`config.mk`:
```
export PLATFORM = sky130hd
export DESIGN_NAME = calc1_arbiter_flat
export DESIGN_NICKNAME = d
export VERILOG_FILES = /design/src/rtl/calc1_arbiter_if.sv /design/src/rtl/calc1_arbiter.sv /design/src/flat_wrapper.sv
export SDC_FILE = /design/constraint.sdc
export NUM_CORES = 1
export LEC_CHECK = 0
export CAP_MARGIN = 20
export CORE_AREA = 2 2 205 207
export CTS_BUF_LIST = sky130_fd_sc_hd__clkbuf_4
export DETAILED_ROUTE_END_ITERATION = 8
export DIE_AREA = 0 0 207 209
export GPL_TIMING_DRIVEN = 0
export PLACE_DENSITY = 0.45
export SETUP_SLACK_MARGIN = 0.05
export SYNTH_ARGS = -nofsm -noshare
export SYNTH_HDL_FRONTEND = slang
export SYNTH_SLANG_ARGS = --single-unit
```
`constraint.sdc`:
```
create_clock -name c_clk -period 2.7 [get_ports c_clk]
set_input_delay 0.405 -clock c_clk [delete_from_list [all_inputs] [get_ports c_clk]]
set_output_delay 0.405 -clock c_clk [all_outputs]
set_load 0.1 [all_outputs]
```
`src/rtl/calc1_arbiter_if.sv`:
```
`default_nettype none
// calc1_arbiter_if -- requester, ALU and response bundle; per-port fields packed port 1 first. rev 1.0
interface calc1_arbiter_if;
  logic [1:4]   req_valid;
  logic [0:15]  req_cmd;
  logic [0:127] req_op1;
  logic [0:127] req_op2;
  logic [1:4]   req_ready;
  logic         alu_valid;
  logic [3:0]   alu_cmd;
  logic [31:0]  alu_op1;
  logic [31:0]  alu_op2;
  logic         alu_ready;
  logic         alu_resp_valid;
  logic [1:0]   alu_resp;
  logic [31:0]  alu_data;
  logic [0:7]   out_resp;
  logic [0:127] out_data;

  modport master (
    input  req_valid, req_cmd, req_op1, req_op2,
    input  alu_ready, alu_resp_valid, alu_resp, alu_data,
    output req_ready, alu_valid, alu_cmd, alu_op1, alu_op2,
    output out_resp, out_data
  );

  modport slave (
    output req_valid, req_cmd, req_op1, req_op2,
    output alu_ready, alu_resp_valid, alu_resp, alu_data,
    input  req_ready, alu_valid, alu_cmd, alu_op1, alu_op2,
    input  out_resp, out_data
  );
endinterface
`default_nettype wire

```
`src/rtl/calc1_arbiter.sv`:
```
`default_nettype none
// calc1_arbiter -- round-robin front end sharing one ALU among four requesters,
// one command in flight, with response timeout. rev 1.0
module calc1_arbiter #(
  parameter int TIMEOUT = 64
) (
  input  wire logic       c_clk,
  input  wire logic       reset,
  calc1_arbiter_if.master bus
);
  localparam int CW = (TIMEOUT > 2) ? $clog2(TIMEOUT) : 1;
  localparam logic [CW-1:0] C_LAST = CW'(TIMEOUT - 1);

  typedef enum logic [1:0] {
    S_IDLE  = 2'd0,
    S_ISSUE = 2'd1,
    S_WAIT  = 2'd2,
    S_RESP  = 2'd3
  } state_t;

  state_t        r_state, w_next;
  logic [1:0]    r_ptr, r_grant;
  logic [3:0]    r_cmd;
  logic [31:0]   r_op1, r_op2, r_data;
  logic [1:0]    r_resp;
  logic [CW-1:0] r_cnt;

  logic [3:0]    w_vld, w_ready;
  logic [1:0]    w_idx, w_gnt;
  logic          w_any, w_legal, w_expired, w_got;
  logic [3:0]    w_cmd;
  logic [31:0]   w_op1, w_op2;

  always_comb begin
    w_any = 1'b0;
    w_gnt = r_ptr;
    w_idx = r_ptr;
    for (int p = 0; p < 4; p++) w_vld[p] = bus.req_valid[p+1];
    // Scan from r_ptr itself (lowest priority) downwards in priority order so the last hit is the first port after r_ptr.
    for (int k = 4; k >= 1; k--) begin
      w_idx = r_ptr + 2'(k);
      if (w_vld[w_idx]) begin
        w_any = 1'b1;
        w_gnt = w_idx;
      end
    end
  end

  assign w_cmd     = bus.req_cmd[{w_gnt, 2'b00} +: 4];
  assign w_op1     = bus.req_op1[{w_gnt, 5'b00000} +: 32];
  assign w_op2     = bus.req_op2[{w_gnt, 5'b00000} +: 32];
  assign w_legal   = (w_cmd == 4'd1) || (w_cmd == 4'd2) || (w_cmd == 4'd5) || (w_cmd == 4'd6);
  assign w_expired = (r_cnt == C_LAST);
  assign w_got     = (r_state == S_WAIT) && bus.alu_resp_valid;

  always_ff @(posedge c_clk) begin
    if (!reset) r_state <= S_IDLE;
    else        r_state <= w_next;
  end

  always_comb begin
    w_next        = r_state;
    w_ready       = 4'b0000;
    bus.alu_valid = 1'b0;
    bus.alu_cmd   = '0;
    bus.alu_op1   = '0;
    bus.alu_op2   = '0;
    bus.out_resp  = '0;
    bus.out_data  = '0;
    if (reset) begin
      case (r_state)
        S_IDLE: begin
          if (w_any) begin
            w_ready[w_gnt] = 1'b1;
            if (w_legal)              w_next = S_ISSUE;
            else if (w_cmd != 4'd0)   w_next = S_RESP;
          end
        end
        S_ISSUE: begin
          bus.alu_valid = 1'b1;
          bus.alu_cmd   = r_cmd;
          bus.alu_op1   = r_op1;
          bus.alu_op2   = r_op2;
          if (w_expired)          w_next = S_RESP;
          else if (bus.alu_ready) w_next = S_WAIT;
        end
        S_WAIT: begin
          if (w_got || w_expired) w_next = S_RESP;
        end
        S_RESP: begin
          bus.out_resp[{r_grant, 1'b0} +: 2]      = r_resp;
          bus.out_data[{r_grant, 5'b00000} +: 32] = r_data;
          w_next = S_IDLE;
        end
        default: w_next = S_IDLE;
      endcase
    end
    for (int p = 0; p < 4; p++) bus.req_ready[p+1] = w_ready[p];
  end

  always_ff @(posedge c_clk) begin
    if (!reset) begin
      r_ptr   <= 2'd3;
      r_grant <= 2'd0;
      r_cmd   <= 4'd0;
      r_op1   <= 32'd0;
      r_op2   <= 32'd0;
      r_cnt   <= '0;
      r_resp  <= 2'd0;
      r_data  <= 32'd0;
    end else begin
      case (r_state)
        S_IDLE: begin
          if (w_any) begin
            r_grant <= w_gnt;
            r_cmd   <= w_cmd;
            r_op1   <= w_op1;
            r_op2   <= w_op2;
            r_cnt   <= '0;
            // Pre-load the invalid-command reply; ALU paths always overwrite it before RESP.
            r_resp  <= 2'd2;
            r_data  <= 32'd0;
            if (w_cmd == 4'd0) r_ptr <= w_gnt;
          end
        end
        S_ISSUE, S_WAIT: begin
          r_cnt <= r_cnt + CW'(1);
          if (w_got) begin
            r_resp <= bus.alu_resp;
            r_data <= bus.alu_data;
          end else if (w_expired) begin
            r_resp <= 2'd3;
            r_data <= 32'd0;
          end
        end
        S_RESP: r_ptr <= r_grant;
        default: ;
      endcase
    end
  end
endmodule
`default_nettype wire

```
`src/flat_wrapper.sv`:
```
// flat-port wrapper written by rule: the top's interface ports become plain ports
module calc1_arbiter_flat 
#(
  parameter int TIMEOUT = 64
)
  (c_clk, reset, bus_req_valid, bus_req_cmd, bus_req_op1, bus_req_op2, bus_alu_ready, bus_alu_resp_valid, bus_alu_resp, bus_alu_data, bus_req_ready, bus_alu_valid, bus_alu_cmd, bus_alu_op1, bus_alu_op2, bus_out_resp, bus_out_data);
  calc1_arbiter_if bus_i ();
  input  wire logic c_clk;
  input  wire logic reset;
  input wire logic [$bits(bus_i.req_valid)-1:0] bus_req_valid;
  input wire logic [$bits(bus_i.req_cmd)-1:0] bus_req_cmd;
  input wire logic [$bits(bus_i.req_op1)-1:0] bus_req_op1;
  input wire logic [$bits(bus_i.req_op2)-1:0] bus_req_op2;
  input wire logic [$bits(bus_i.alu_ready)-1:0] bus_alu_ready;
  input wire logic [$bits(bus_i.alu_resp_valid)-1:0] bus_alu_resp_valid;
  input wire logic [$bits(bus_i.alu_resp)-1:0] bus_alu_resp;
  input wire logic [$bits(bus_i.alu_data)-1:0] bus_alu_data;
  output wire logic [$bits(bus_i.req_ready)-1:0] bus_req_ready;
  output wire logic [$bits(bus_i.alu_valid)-1:0] bus_alu_valid;
  output wire logic [$bits(bus_i.alu_cmd)-1:0] bus_alu_cmd;
  output wire logic [$bits(bus_i.alu_op1)-1:0] bus_alu_op1;
  output wire logic [$bits(bus_i.alu_op2)-1:0] bus_alu_op2;
  output wire logic [$bits(bus_i.out_resp)-1:0] bus_out_resp;
  output wire logic [$bits(bus_i.out_data)-1:0] bus_out_data;
  assign bus_i.req_valid = bus_req_valid;
  assign bus_i.req_cmd = bus_req_cmd;
  assign bus_i.req_op1 = bus_req_op1;
  assign bus_i.req_op2 = bus_req_op2;
  assign bus_i.alu_ready = bus_alu_ready;
  assign bus_i.alu_resp_valid = bus_alu_resp_valid;
  assign bus_i.alu_resp = bus_alu_resp;
  assign bus_i.alu_data = bus_alu_data;
  assign bus_req_ready = bus_i.req_ready;
  assign bus_alu_valid = bus_i.alu_valid;
  assign bus_alu_cmd = bus_i.alu_cmd;
  assign bus_alu_op1 = bus_i.alu_op1;
  assign bus_alu_op2 = bus_i.alu_op2;
  assign bus_out_resp = bus_i.out_resp;
  assign bus_out_data = bus_i.out_data;
  calc1_arbiter #(.TIMEOUT(TIMEOUT)) u_core (.c_clk(c_clk), .reset(reset), .bus(bus_i));
endmodule
```
==> After elaboration in Yosys (flattened, before gate mapping) <==
Index checks and enable logic that the tools add are counted.
{ "totals": {"register_bits": 114, "wordCells": 117} }
{ "classes": {"n_reduce_logical": 17, "n_mux": 52, "n_eq_ne": 14, "n_addsub": 6, "shifts": 7, "bitwise_logic": 6, "n_lt_le_gt_ge": 6} }
{ "op_table": {"columns": ["cell", "n"], "rows": [
  ["$shiftx 128x8->129", 2],
  ["$mux 128", 2],
  ["$mux 32", 7],
  ["$shift 129x9->128 const A", 1],
  ["$shiftx 129x9->128", 1],
  ["$and 128x128->128", 1],
  ["$pmux 32 s2", 1],
  ["$mux 2", 14],
  ["$mux 4", 5],
  ["$shiftx 16x5->17", 1],
  ["$mux 8", 2],
  ["$not 7->8", 2],
  ["$lt 2x3->1 const B", 5],
  ["$pmux 6 s2", 1],
  ["$mux 1", 11],
  ["$neg 8->9", 1],
  ["$shift 9x5->8 const A", 1],
  ["$shiftx 9x5->8", 1],
  ["$and 8x8->8", 1],
  ["$bmux 1 s2", 4],
  ["$eq 4x3->1 const B", 2],
  ["$pmux 2 s2", 2],
  ["$pmux 2 s4", 1],
  ["$add 6x1->6 const B", 1],
  ["27 further kinds", 38]
]} }

==> Logic depth before layout (Yosys ltp) <==
Gate-level depths: netlist of the first run.
{ "depth": {"word_depth": 15, "mapped_depth": 10, "ltp_nobuf": 8} }

==> Worst setup path before layout of the first run <==
Ideal clock, no wire load.
{ "synth_path": {"path_type": "input to output", "start": "in bus_req_valid[3]", "end": "out bus_req_ready[0]", "cell_stages": 7, "setup_slack_ps": -1287, "arrival_time_ps": 3582, "path_cell_list": "o21ai_0 o21ai_0 a21bo_2 clkbuf_1 buf_1 clkbuf_1 nor3_1"} }
{ "synth_via": {"elab_chain_cells": 12, "word_cells_on_any_way": 23, "cone_classes": "order compare (2); mux (20); reduce/logical (1)"} }
{ "synth_rtl": {"columns": ["item", "line_no", "source"], "rows": [
  ["from (decl)", "flat_wrapper.sv:10", "input wire logic [$bits(bus_i.req_valid)-1:0] bus_req_valid;"],
  ["$bmux 1 s2", "calc1_arbiter.sv:42", "if (w_vld[w_idx]) begin"],
  ["$mux 1 (not written as such)", "calc1_arbiter.sv:42", null],
  ["$mux 2 (3 in a row)", "calc1_arbiter.sv:42", null],
  ["$lt 2x3->1 (not written as such) or $ge 2x1->1 (tied branches)", "calc1_arbiter.sv:74", "w_ready[w_gnt] = 1'b1;"],
  ["$logic_and 1x1->1 (not written as such)", "calc1_arbiter.sv:74", null],
  ["$mux 1 (not written as such)", "calc1_arbiter.sv:74", null],
  ["$demux 1 s2", null, null],
  ["$mux 4 (*)", "calc1_arbiter.sv:73", "if (w_any) begin"],
  ["$mux 4 (*)", "calc1_arbiter.sv:71", "case (r_state)"],
  ["$mux 4 (*)", "calc1_arbiter.sv:70", "if (reset) begin"],
  ["to (decl)", "flat_wrapper.sv:18", "output wire logic [$bits(bus_i.req_ready)-1:0] bus_req_ready;"]
]} }
Mark *: on every way between the ends. The rest lies on a longest branch, timed or not. The select of a mux whose other input is x is not followed.

==> Worst setup path in the final report of the first run <==
{ "layout_path": {"start": "reg u_core.r_ptr[1]", "end": "reg u_core.r_state[0]"} }
{ "layout_via": {"elab_chain_cells": 15, "word_cells_on_any_way": 34, "cone_classes": "add/sub (3); eq/ne (6); shift (1); mux (18); bitwise (1); reduce/logical (5)"} }
{ "layout_rtl": {"columns": ["item", "line_no", "source"], "rows": [
  ["from (decl)", "calc1_arbiter.sv:22", "logic [1:0] r_ptr, r_grant;"],
  ["from (signal assigned)", "calc1_arbiter.sv:123", "if (w_cmd == 4'd0) r_ptr <= w_gnt;"],
  ["from (signal assigned)", "calc1_arbiter.sv:136", "S_RESP: r_ptr <= r_grant;"],
  ["$add 2x2->2", "calc1_arbiter.sv:41", "w_idx = r_ptr + 2'(k);"],
  ["$bmux 1 s2", "calc1_arbiter.sv:42", null],
  ["$mux 1 (not written as such)", "calc1_arbiter.sv:42", null],
  ["$mux 2 (3 in a row)", "calc1_arbiter.sv:42", null],
  ["$not 4->5 (not written as such)", "calc1_arbiter.sv:49", "assign w_cmd = bus.req_cmd[{w_gnt, 2'b00} +: 4];"],
  ["$shiftx 16x5->17", "calc1_arbiter.sv:49", null],
  ["$eq 4x1->1 or $eq 4x2->1 (tied branches)", "calc1_arbiter.sv:52", "assign w_legal = (w_cmd == 4'd1) || (w_cmd == 4'd2) || (w_cmd == 4'd5) || (w_cmd == 4'd6);"],
  ["$logic_or 1x1->1 (3 in a row)", "calc1_arbiter.sv:52", null],
  ["$mux 2", "calc1_arbiter.sv:75", "if (w_legal) w_next = S_ISSUE;"],
  ["$mux 2", "calc1_arbiter.sv:73", null],
  ["$pmux 2 s4", "calc1_arbiter.sv:71", null],
  ["to (signal assigned)", "calc1_arbiter.sv:58", "else r_state <= w_next;"],
  ["to (decl)", "calc1_arbiter.sv:21", "state_t r_state, w_next;"]
]} }
Several ways; a longest one is shown, not always the timed one. The select of a mux whose other input is x is not followed.
A chain may end at the register's enable or synchronous reset.

==> metrics.md, run 1 <==
| Metric | Value |
|---|---|
| Largest cells by area after synthesis | dfxtp_1 32%, mux4_2 12%, and2_1 12% |
| WHS | approximately 0.43 ns |
| Synth cell count leaders | 138 x and2_1, 114 x dfxtp_1, 106 x nand2_1 |
| Netlist cell types | 45 |
| Required time of the critical path | 3.14 ns |
| Worst path cell trace | nand2_4 -> a21boi_4 -> o221ai_4 -> buf_8 -> mux4_2 -> or4_4 -> o221a_1 -> o221a_1 |
| WL/cell | between 20 and 25 um |
| R2R Path Start | u_core.r_ptr[1] |
| Max IR drop VDD | 0.259 mV |
| Clock share of power | 0.159 |
| Worst R2R Setup Slack | -0.02 ns |
| Final Hold Vio Count | 0 |
| Clock latency on the worst-skew pair | ~0.53 ns |
| Net switching power | 4030 uW |
| Vias | roughly 8,700 |
| Worst-margin pin slew | 0.748 ns |
| CP arrival | around 3.2 ns |
| Placed cells | between 1,500 and 2,000 |
| Worst-path clk slew | 0.14 ns |
| Flops & latches, synth | 114 |
| Hold Crit Depth | 3 |
| Switching share of power | 0.462 |
| Finished Layout Cells | 1,978 |
| Root Buffer | clkbuf_4 |
| Ratio of cells with drive above 1 in the final layout | 0.331 |
| DR vias/cell | about 4.4 |
| Total clock sinks | roughly 110 |
| Minimum clock period | between 2 and 3 ns |
| Synth top area share | 0.318 |
| Met1 Usage GRT | 0.204 |
| Grt ovf | 0 |
| Fin crit share | 1.01 |
| Critical Path Fanout Max | 5 |
| Std cell rows | 75 |
| Crit-path most repeated cell | o221a_1 |
| P per Cell Area | between 500 and 600 nW/um2 |
| Cell Area, Placed | ~13,000 um2 |
| Detailed-route DRC error count | 0 |
| Reg2reg end | u_core.r_state[0] |
| Status | finished, violations left |
| Die width | a little over 200 um |
| GRT busiest layer | met2 |
| Syn Inst Count | about 860 |
| FF-to-FF path depth | 8 |
| Logic pwr share | 0.556 |
| Initial Util | 0.174 |
| Syn Area/Cell | between 8 and 9 um2 |
| Max-cap check violation count | 0 |
| WP buf/inv | 1 |
| Main synth FF type | dfxtp_1 |
| CTS tree | done |
| Core ar. | a little over 40,000 um2 |
| Sequential area share after synthesis | 0.318 |
| Worst Setup End Kind | register |
| Max Buffers Root-to-Sink | 2 |
| CP max stage cell | or4_4 |
| Met2 usage | 0.357 |
| Syn Nets | between 1,000 and 1,500 |
| RSZ-0062 raised after global routing | yes |
| GRT met3 Usage | 0.0482 |
| Initial antenna violation count | 3 |
| Layout area overhead | 111% |
| Max stage delay on crit path | around 0.58 ns |
| Post-DP HPWL | 33,400 um |
| Final setup fails | 1 |
| All-layer global routing usage | 0.184 |
| Number of synthesized flops with an enable pin | 0 |
| CTS buffer count | 17 |
| Synth async-reset ratio | 0 |
| Sequential power share | 0.285 |
| Rel. slew slack | 0.501 |
| Min setup slack post-route | -0.0204 ns |
| Pint | approximately 4700 uW |
| Largest net degree at the start of global routing | 17 |
| Hold path startpoint | bus_alu_data[22] |
| Max Fclk | about 0.37 GHz |
| Failing checks | negative setup slack |
| CP delay by family, top | compound AO/OA/AOI/OAI gates |
| Worst Skew | 0.0299 ns |
| Final wirelength | about 42,000 um |
| Sink of the worst hold path | u_core.r_data[22] |
| Startpoint types | register |
| Leak pwr | 0.00620 uW |
| Most common cell in the synthesized netlist | and2_1 |
| Largest area contributor in the synthesized netlist | dfxtp_1 |
| Vias in the first global route | between 8,000 and 9,000 |
| Nets | between 1,500 and 2,000 |
| Slew Viols, Final | 0 |
| Top Ports | approximately 520 |
| Synth warn | 0 |
| Routability Congestion | 0.877 |
| Mapped Area | between 7000 and 8000 um2 |
| Total Die Area | approximately 43,000 um2 |
| Post-CTS Hold Fix Bufs | 0 |
| H-tree depth | 4 |
| 1st-iter DRT viols | 430 |
| Crit path kind | reg2reg |
| Post-route ant nets | 0 |
| Global-route wire length before repair | slightly below 60,000 um |
| Worst Hold Class | in2reg |
| Count of input and output buffers | ~520 |
| Vert. Die Dim | around 210 um |
| First drt pass iteration count | 4 |
| Final Cell Area | 15,200 um2 |
[power groups by stage]
stage | registers, uW | clock network [uW] | logic, uW
final | 2490 | 1390 | 4850
after global routing | 2550 | 1520 | 5270
after CTS | 2480 | 1460 | 4860
after detailed placement | 2480 | 0 | 4400
after global placement | 2470 | 0 | 4390
after floorplan | 2370 | 0 | 2730
[worst register-to-register path, delay by kind of cell (launching register included)]
| family | cells | cell delay, ns |
|---|---|---|
| DFF | 1 | 0.43 |
| buffers and inverters | 1 | 0.17 |
| and+or+nand+nor | 2 | 0.64 |
| AOI/OAI and AO/OA | 4 | 0.84 |
| muxes | 1 | 0.55 |
[per-stage QoR]
| step | total power, uW | TNS, ns | utilization | worst slack, ns |
|---|---|---|---|---|
| final | 8730 | -0.0204 | 0.368 | -0.0204 |
| after global routing | 9350 | -0.366 | 0.368 | -0.107 |
| after CTS | 8800 | -0.0126 | 0.343 | -0.00888 |
| after detailed placement | 6880 | -381.03 | 0.318 | -2.27 |
| after global placement | 6850 | -373.48 | 0.318 | -2.27 |
| after floorplan | 5100 | 0 | - | 0.00633 |
[registers in the layout (all words and copies together), names as in the netlist]
name,cells
u_core.r_grant,2
u_core.r_data,32
u_core.r_ptr,2
u_core.r_cmd,4
u_core.r_cnt,6
u_core.r_op2,32
u_core.r_state,2
u_core.r_resp,2
u_core.r_op1,32
[cells by family after synthesis]
family                     share of synthesized area
AOI/OAI and AO/OA                              0.201
xor gates and xnor gates                     0.00610
adders and majority gates                     0.0104
buffers and inverters                         0.0501
DFF                                            0.318
muxes                                          0.131
and+or+nand+nor                                0.283
[what timing repair did]
action,in CTS,in global routing
setup buffers,26,4
gates resized for setup,1535,286
setup endpoints to repair,308,234
cloned,1,0
pin swaps,14,14
[worst max-delay path by stage]
stage | start | to | slack, ns | depth (start not counted)
floorplan | reset | bus_out_resp[0] | 0.006 | 4
global placement | bus_req_valid[0] | bus_req_ready[3] | -2.27 | 9
detailed placement | bus_req_valid[0] | bus_req_ready[3] | -2.27 | 9
CTS | u_core.r_state[1] | bus_req_ready[2] | -0.009 | 9
global route | u_core.r_ptr[1] | bus_req_ready[1] | -0.11 | 8
finish | u_core.r_ptr[1] | u_core.r_state[0] | -0.02 | 8
[layer usage]
layer / wire length [um] / part of all wire / vias up
li1: - / - / 4208
met5: 0 / 0 / -
met4: 261 / 0.0063 / 0
met3: 2490 / 0.060 / 15
met2: 22800 / 0.55 / 343
met1: 16100 / 0.39 / 4182
[cell usage in the layout (no fill, tap or decap), types with 35 or more instances in the layout]
master           instances
and2_4                  79
a22o_1                  39
buf_4                   79
and3_1                  70
buf_6                   41
mux4_2                  39
nand2_1                103
a21oi_1                 60
dfxtp_1                109
and2_1                  59
clkdlybuf4s50_1        310
nand3_1                 35
buf_12                  97
[layout make-up]
| cell class | count | area (um2) |
|---|---|---|
| antenna | 1 | 2.50 |
| buffer | 81 | 616 |
| clock buffer | 17 | 128 |
| clock inverter | 15 | 161 |
| fill | 4233 | 26100 |
| inverter | 11 | 53.8 |
| multi-input combinational | 647 | 4960 |
| sequential | 114 | 2300 |
| tap | 539 | 674 |
| timing repair buffer | 553 | 6300 |
Note: power is estimated with default switching activity, not from simulation.
==> run 2: changes to the inputs <==
GPL_ROUTABILITY_DRIVEN = 1   (was unset)
==> results of run 2 <==
The final DEF is identical to that of run 1; final timing and power are the same.
